**src/rtl/muldiv_unit_if.sv**
```systemverilog
// Request/response bundle between the execute stage (master) and the
// iterative multiply/divide unit (slave).
interface muldiv_unit_if #(
   parameter int DATA_W = 32
);
   logic              start;
   logic [1:0]        op;
   logic [DATA_W-1:0] srca;
   logic [DATA_W-1:0] srcb;
   logic              kill;
   logic              busy;
   logic              done;
   logic [DATA_W-1:0] hi;
   logic [DATA_W-1:0] lo;

   modport master (output start, op, srca, srcb, kill,
                   input  busy, done, hi, lo);
   modport slave  (input  start, op, srca, srcb, kill,
                   output busy, done, hi, lo);
endinterface

```
**src/rtl/muldiv_unit.sv**
```systemverilog
// Iterative radix-2 signed/unsigned multiply and restoring divide, HI/LO result.
// Optional MULDIV_ZEROSKIP_EN: a zero operand bypasses the iteration phase.
module muldiv_unit #(
   parameter int DATA_W = 32,
   parameter int CNT_W  = $clog2(DATA_W) + 1
) (
   input logic          clk,
   input logic          rst,
   muldiv_unit_if.slave bus
);
   localparam int W2 = 2 * DATA_W;

   localparam logic [1:0] S_IDLE = 2'd0;
   localparam logic [1:0] S_CALC = 2'd1;
   localparam logic [1:0] S_FIX  = 2'd2;
   localparam logic [1:0] S_DONE = 2'd3;

   logic [1:0]        state_q, state_d;
   logic [CNT_W-1:0]  cnt_q, cnt_d;
   logic              div_q, div_d;
   logic              neg_q, neg_d;
   logic              rneg_q, rneg_d;
   logic              bz_q, bz_d;
   logic [DATA_W-1:0] b_q, b_d;
   logic [W2-1:0]     acc_q, acc_d;
   logic [DATA_W-1:0] hi_q, hi_d, lo_q, lo_d;

   // Operand capture: signed ops work on magnitudes; the minimum negative
   // value negates to itself, which is already its correct unsigned magnitude.
   logic              in_div, in_sgn, sa, sb;
   logic [DATA_W-1:0] abs_a, abs_b;

   assign in_div = bus.op[1];
   assign in_sgn = ~bus.op[0];
   assign sa     = in_sgn & bus.srca[DATA_W-1];
   assign sb     = in_sgn & bus.srcb[DATA_W-1];
   assign abs_a  = sa ? -bus.srca : bus.srca;
   assign abs_b  = sb ? -bus.srcb : bus.srcb;

   // Multiply step: add multiplier to the upper half when LSB set, shift right.
   logic [DATA_W:0] mul_sum;
   logic [W2-1:0]   mul_next;

   assign mul_sum  = {1'b0, acc_q[W2-1:DATA_W]} + {1'b0, (acc_q[0] ? b_q : '0)};
   assign mul_next = {mul_sum, acc_q[DATA_W-1:1]};

   // Restoring divide step: acc = {remainder, dividend/quotient}.
   logic [DATA_W:0] div_top, div_diff;
   logic            div_ok;
   logic [W2-1:0]   div_next;

   assign div_top  = acc_q[W2-1:DATA_W-1];
   assign div_ok   = div_top >= {1'b0, b_q};
   assign div_diff = div_top - {1'b0, b_q};
   assign div_next = {(div_ok ? div_diff[DATA_W-1:0] : div_top[DATA_W-1:0]),
                      acc_q[DATA_W-2:0], div_ok};

   // Sign correction applied in FIX.
   logic [W2-1:0]     prod_fix;
   logic [DATA_W-1:0] quo_fix, rem_fix;

   assign prod_fix = neg_q ? -acc_q : acc_q;
   assign quo_fix  = bz_q ? '1 : (neg_q ? -acc_q[DATA_W-1:0] : acc_q[DATA_W-1:0]);
   assign rem_fix  = rneg_q ? -acc_q[W2-1:DATA_W] : acc_q[W2-1:DATA_W];

   always_comb begin
      state_d = state_q;
      cnt_d   = cnt_q;
      div_d   = div_q;
      neg_d   = neg_q;
      rneg_d  = rneg_q;
      bz_d    = bz_q;
      b_d     = b_q;
      acc_d   = acc_q;
      hi_d    = hi_q;
      lo_d    = lo_q;
      case (state_q)
         S_IDLE: begin
            if (bus.start && !bus.kill) begin
               div_d   = in_div;
               neg_d   = sa ^ sb;
               rneg_d  = in_div & sa;
               bz_d    = in_div & (bus.srcb == '0);
               b_d     = abs_b;
               acc_d   = {{DATA_W{1'b0}}, abs_a};
               cnt_d   = CNT_W'(DATA_W);
               state_d = S_CALC;
`ifdef MULDIV_ZEROSKIP_EN
               if (bus.srca == '0 || bus.srcb == '0) begin
                  // Preload what the full iteration would have left behind.
                  acc_d   = (in_div && bus.srcb == '0) ? {abs_a, {DATA_W{1'b0}}} : '0;
                  cnt_d   = '0;
                  state_d = S_FIX;
               end
`endif
            end
         end
         S_CALC: begin
            acc_d = div_q ? div_next : mul_next;
            cnt_d = cnt_q - 1'b1;
            if (cnt_q == CNT_W'(1)) state_d = S_FIX;
         end
         S_FIX: begin
            if (div_q) begin
               hi_d = rem_fix;
               lo_d = quo_fix;
            end else begin
               hi_d = prod_fix[W2-1:DATA_W];
               lo_d = prod_fix[DATA_W-1:0];
            end
            state_d = S_DONE;
         end
         default: state_d = S_IDLE;
      endcase
      // Flush beats everything; the visible result is left untouched.
      if (state_q != S_IDLE && bus.kill) begin
         state_d = S_IDLE;
         cnt_d   = '0;
         hi_d    = hi_q;
         lo_d    = lo_q;
      end
   end

   always_ff @(posedge clk) begin
      if (rst) begin
         state_q <= S_IDLE;
         cnt_q   <= '0;
         div_q   <= 1'b0;
         neg_q   <= 1'b0;
         rneg_q  <= 1'b0;
         bz_q    <= 1'b0;
         b_q     <= '0;
         acc_q   <= '0;
         hi_q    <= '0;
         lo_q    <= '0;
      end else begin
         state_q <= state_d;
         cnt_q   <= cnt_d;
         div_q   <= div_d;
         neg_q   <= neg_d;
         rneg_q  <= rneg_d;
         bz_q    <= bz_d;
         b_q     <= b_d;
         acc_q   <= acc_d;
         hi_q    <= hi_d;
         lo_q    <= lo_d;
      end
   end

   assign bus.busy = (state_q != S_IDLE);
   assign bus.done = (state_q == S_DONE);
   assign bus.hi   = hi_q;
   assign bus.lo   = lo_q;
endmodule

```
**src/flat_wrapper.sv**
```systemverilog
// flat-port wrapper written by rule: the top's interface ports become plain ports
module muldiv_unit_flat 
#(
   parameter int DATA_W = 32,
   parameter int CNT_W  = $clog2(DATA_W) + 1
)
  (clk, rst, bus_start, bus_op, bus_srca, bus_srcb, bus_kill, bus_busy, bus_done, bus_hi, bus_lo);
  muldiv_unit_if #(.DATA_W(DATA_W)) bus_i ();
  input logic clk;
  input logic rst;
  input wire logic [$bits(bus_i.start)-1:0] bus_start;
  input wire logic [$bits(bus_i.op)-1:0] bus_op;
  input wire logic [$bits(bus_i.srca)-1:0] bus_srca;
  input wire logic [$bits(bus_i.srcb)-1:0] bus_srcb;
  input wire logic [$bits(bus_i.kill)-1:0] bus_kill;
  output wire logic [$bits(bus_i.busy)-1:0] bus_busy;
  output wire logic [$bits(bus_i.done)-1:0] bus_done;
  output wire logic [$bits(bus_i.hi)-1:0] bus_hi;
  output wire logic [$bits(bus_i.lo)-1:0] bus_lo;
  assign bus_i.start = bus_start;
  assign bus_i.op = bus_op;
  assign bus_i.srca = bus_srca;
  assign bus_i.srcb = bus_srcb;
  assign bus_i.kill = bus_kill;
  assign bus_busy = bus_i.busy;
  assign bus_done = bus_i.done;
  assign bus_hi = bus_i.hi;
  assign bus_lo = bus_i.lo;
  muldiv_unit #(.DATA_W(DATA_W), .CNT_W(CNT_W)) u_core (.clk(clk), .rst(rst), .bus(bus_i));
endmodule
```
**config.mk**
```make
export PLATFORM = sky130hd
export DESIGN_NAME = muldiv_unit_flat
export DESIGN_NICKNAME = d
export VERILOG_FILES = /design/src/rtl/muldiv_unit_if.sv /design/src/rtl/muldiv_unit.sv /design/src/flat_wrapper.sv
export SDC_FILE = /design/constraint.sdc
export NUM_CORES = 1
export LEC_CHECK = 0
export ABC_AREA = 0
export CORE_MARGIN = 5
export CORE_UTILIZATION = 59
export CTS_CLUSTER_DIAMETER = 200
export DETAILED_ROUTE_END_ITERATION = 12
export PLACE_DENSITY = 0.89
export SYNTH_ARGS = -nofsm -noshare
export SYNTH_HDL_FRONTEND = slang
export SYNTH_SLANG_ARGS = --single-unit
```
**constraint.sdc**
```tcl
create_clock -name clk -period 3.9 [get_ports clk]
set_input_delay 0.585 -clock clk [delete_from_list [all_inputs] [get_ports clk]]
set_output_delay 0.585 -clock clk [all_outputs]
set_load 0.05 [all_outputs]
```
==> impl_metrics.tcl <==
set metrics [dict create \
    synth-seq-cells 172 \
    clk_pin_slew_ns 0.08 \
    cts.repair.resized 0 \
    syn2layout_area_growth_pct 17.8 \
    die_area_sq_um 26200 \
    critPathLaunchType "flop" \
    m1WireLength_microns 17800 \
    synth_nets 1964 \
    cp-end-kind "flop" \
    finalCriticalPeriod_ns 3.67 \
    die_h_microns 162 \
    gp_congestion 1.03 \
    syn_avg_cell_area_sq_um 7.48 \
    slowest_stage "dfxtp_1" \
    cts_made_buffers 17 \
    yosys_warnings 0 \
    port_buffers 135 \
    grt_antenna_before_repair 1 \
    vias_per_cell 6.53 \
    synth_compound_area_frac 0.264 \
    clk_latency_ns 0.46 \
    cp_common_cell "buf_4" \
    critPathMaxFanout 13 \
    grt_pass1_vias 13400 \
    grt_max_degree 78 \
    start_util 0.601 \
    ys.flop_type "dfxtp_1" \
    max-cap-violations 0 \
    grt_pass1_wl_microns 70100 \
    wl_met2_microns 20000 \
    reg2reg_from "u_core.acc_q[0]" \
    worstMarginPinSlew_ns 1.01 \
    cp-startpoint "u_core.acc_q[0]" \
    finalMaxSlewViolations 0 \
    skew_ns 0.0105 \
    status "complete, no violations" \
    synth-adder-area-share 0.0710 \
    hpwl_microns 33800 \
    synth_edf_count 0 \
    synth_sequential_area_ratio 0.253 \
    reg2regPathDepth 15 \
    cts_tree "done" \
    hp-class "flop to flop" \
    final_common_cell "nor2_1" \
    final_net_count 2075 \
    power_leakage_nw 6.09 \
    clockBufferDepth 2 \
    fin_cells 2228 \
    ant_nets 0 \
    cp_top_family "compound AO/OA/AOI/OAI gates" \
    post-route-period-util 0.940 \
    wl_met3_microns 4700 \
    wl_per_cell_microns 19.9 \
    max_slew_margin 0.317 \
    drc 0 \
    path_depth 15 \
    clock.fmax_mhz 273 \
    synth_cells 1818 \
    cts_sinks 172 \
    ios 136 \
    dr.max_layer_used "met5" \
    synthArstFlopShare 0 \
    tns_ns 0 \
    rsz0062_at_grt "false" \
    dr.pass1.iters 6 \
    drive_gt1_frac 0.0747 \
    hold_violations 0 \
    ir_drop_v 0.000389 \
    synth-xor-area-share 0.111 \
    min_from "u_core.bus.hi[18]" \
    min_path_cells 2 \
    cts_setup_buffers 0 \
    synth_top_family_by_area "compound AO/OA/AOI/OAI gates" \
    synthMuxAreaShare 0.0304 \
    rows 55 \
    layout_common_cells "211 x nor2_1, 192 x nand2_1, 171 x dfxtp_1" \
    fillers 1763 \
    yosys.area_share.simple 0.216 \
    htreeDepth 4 \
    setup_violations 0 \
    synth.distinct_cells 78 \
    grt_usage 0.326 \
    totalWireLength_microns 44400 \
    fin_util 0.708 \
    cp_data_arrival_time_ns 4.03 \
    synth_area_sq_um 13600 \
    cp_cell_sequence "inv_1 > buf_4 > nor2_1 > ha_1 > o21ai_0 > nand2b_1 > o2111ai_1 > o211a_1 > o31ai_1 > buf_4 > a31oi_1 > buf_4 > o21ai_0 > mux2_2 > a221oi_1" \
    vias 14500 \
    max_stage_delay_ns 0.37 \
    drtIter0Drc 1698 \
    dieWidth_microns 162 \
    coreArea_sq_um 22600 \
    worst-endpoint-required_ns 4.26 \
    root_buffer "clkbuf_16" \
    crit_buf_inv 4 \
    crit_type "flop to flop" \
    grt_overflow_total 0 \
    dpl.cell_count 2195 \
    p_per_area_nw_per_um2 465 \
    ctsHoldBuffers 0 \
]
[metrics by stage]
stage / cell area, sq um / hold slack [ns] / total power [W] / setup slack [ns]
6_report: 16000 / 0.453 / 0.00745 / 0.233
5_1_grt: 16000 / 0.469 / 0.00782 / 0.0141
4_1_cts: 16000 / 0.456 / 0.00736 / 0.332
3_5_place_dp: 15400 / 0.446 / 0.00562 / 0.148
3_3_place_gp: 15400 / 0.439 / 0.00552 / 0.247
2_1_floorplan: 13600 / 0.429 / 0.00462 / 0.428
[cell type report]
cell class                      instances  area (sq um)  area share
Inverter                               72           270      0.0169
Clock inverter                         14           168      0.0105
Clock buffer                           18           439      0.0274
Multi-Input combinational cell       1461          9470       0.591
Antenna cell                            1          2.50    0.000156
Tap cell                              285           357      0.0223
Sequential cell                       172          3440       0.215
Timing Repair Buffer                  205          1870       0.117
[state kept, by name, indices dropped and copies added, names as in the netlist]
signal / flops
u_core.state_q: 2
u_core.rneg_q: 1
u_core.acc_q: 64
u_core.neg_q: 1
u_core.div_q: 1
u_core.bz_q: 1
u_core.b_q: 32
u_core.bus.hi: 32
u_core.bus.lo: 32
u_core.cnt_q: 6
[per-layer routing]
metal  global-route usage  vias up
met2                0.522      866
li1                     -     6799
met3               0.0662      128
met4                0.139        2
met1                0.429     6745
met5                    0        -
[tightest hold or removal path, stage by stage (launching register included)]
cell     delay, ns
dfxtp_1       0.32
nand2_1       0.05
a21oi_1       0.05
[report_power, final]
group / total, W / switching [W] / internal (W)
clock network: 0.00177 / 0.000886 / 0.000884
registers: 0.00231 / 0.000290 / 0.00202
logic: 0.00337 / 0.00218 / 0.00119
total: 0.00745 / 0.00336 / 0.00409
[logic make-up after synthesis]
kind of cell | Yosys count
AOI/OAI and AO/OA | 549
xor gates and xnor gates | 172
adders and majority gates | 76
buffers and inverters | 185
DFF | 172
muxes | 41
and+or+nand+nor | 623
[synthesized netlist by cell type, types with 14 or more instances]
| cell type | instances | area share |
|---|---|---|
| xor2_1 | 93 | 0.060 |
| nand2b_1 | 15 | 0.0069 |
| xnor2_1 | 79 | 0.051 |
| nor3_1 | 44 | 0.016 |
| o211ai_1 | 32 | 0.018 |
| ha_1 | 74 | 0.068 |
| a211oi_1 | 93 | 0.051 |
| nor2_1 | 211 | 0.058 |
| nand2_1 | 192 | 0.053 |
| o21ai_0 | 112 | 0.041 |
| nand3_1 | 32 | 0.012 |
| dfxtp_1 | 172 | 0.25 |
| nand4_1 | 24 | 0.011 |
| a21o_1 | 16 | 0.0088 |
| clkbuf_1 | 93 | 0.026 |
| or3_1 | 16 | 0.0074 |
| mux2i_1 | 39 | 0.029 |
| nor4_1 | 18 | 0.0083 |
| a31oi_1 | 14 | 0.0064 |
| inv_1 | 71 | 0.020 |
| o31ai_1 | 27 | 0.015 |
| a21oi_1 | 152 | 0.056 |
[worst paths after layout]
kind                                     endpoint  slack [ns]
worst min register to register  u_core.bus.hi[18]        0.45
worst min-delay path            u_core.bus.hi[18]        0.45
worst max-delay path             u_core.acc_q[62]        0.23
worst max register to register   u_core.acc_q[62]        0.23
No activity file was read; power rests on OpenSTA's default activity.
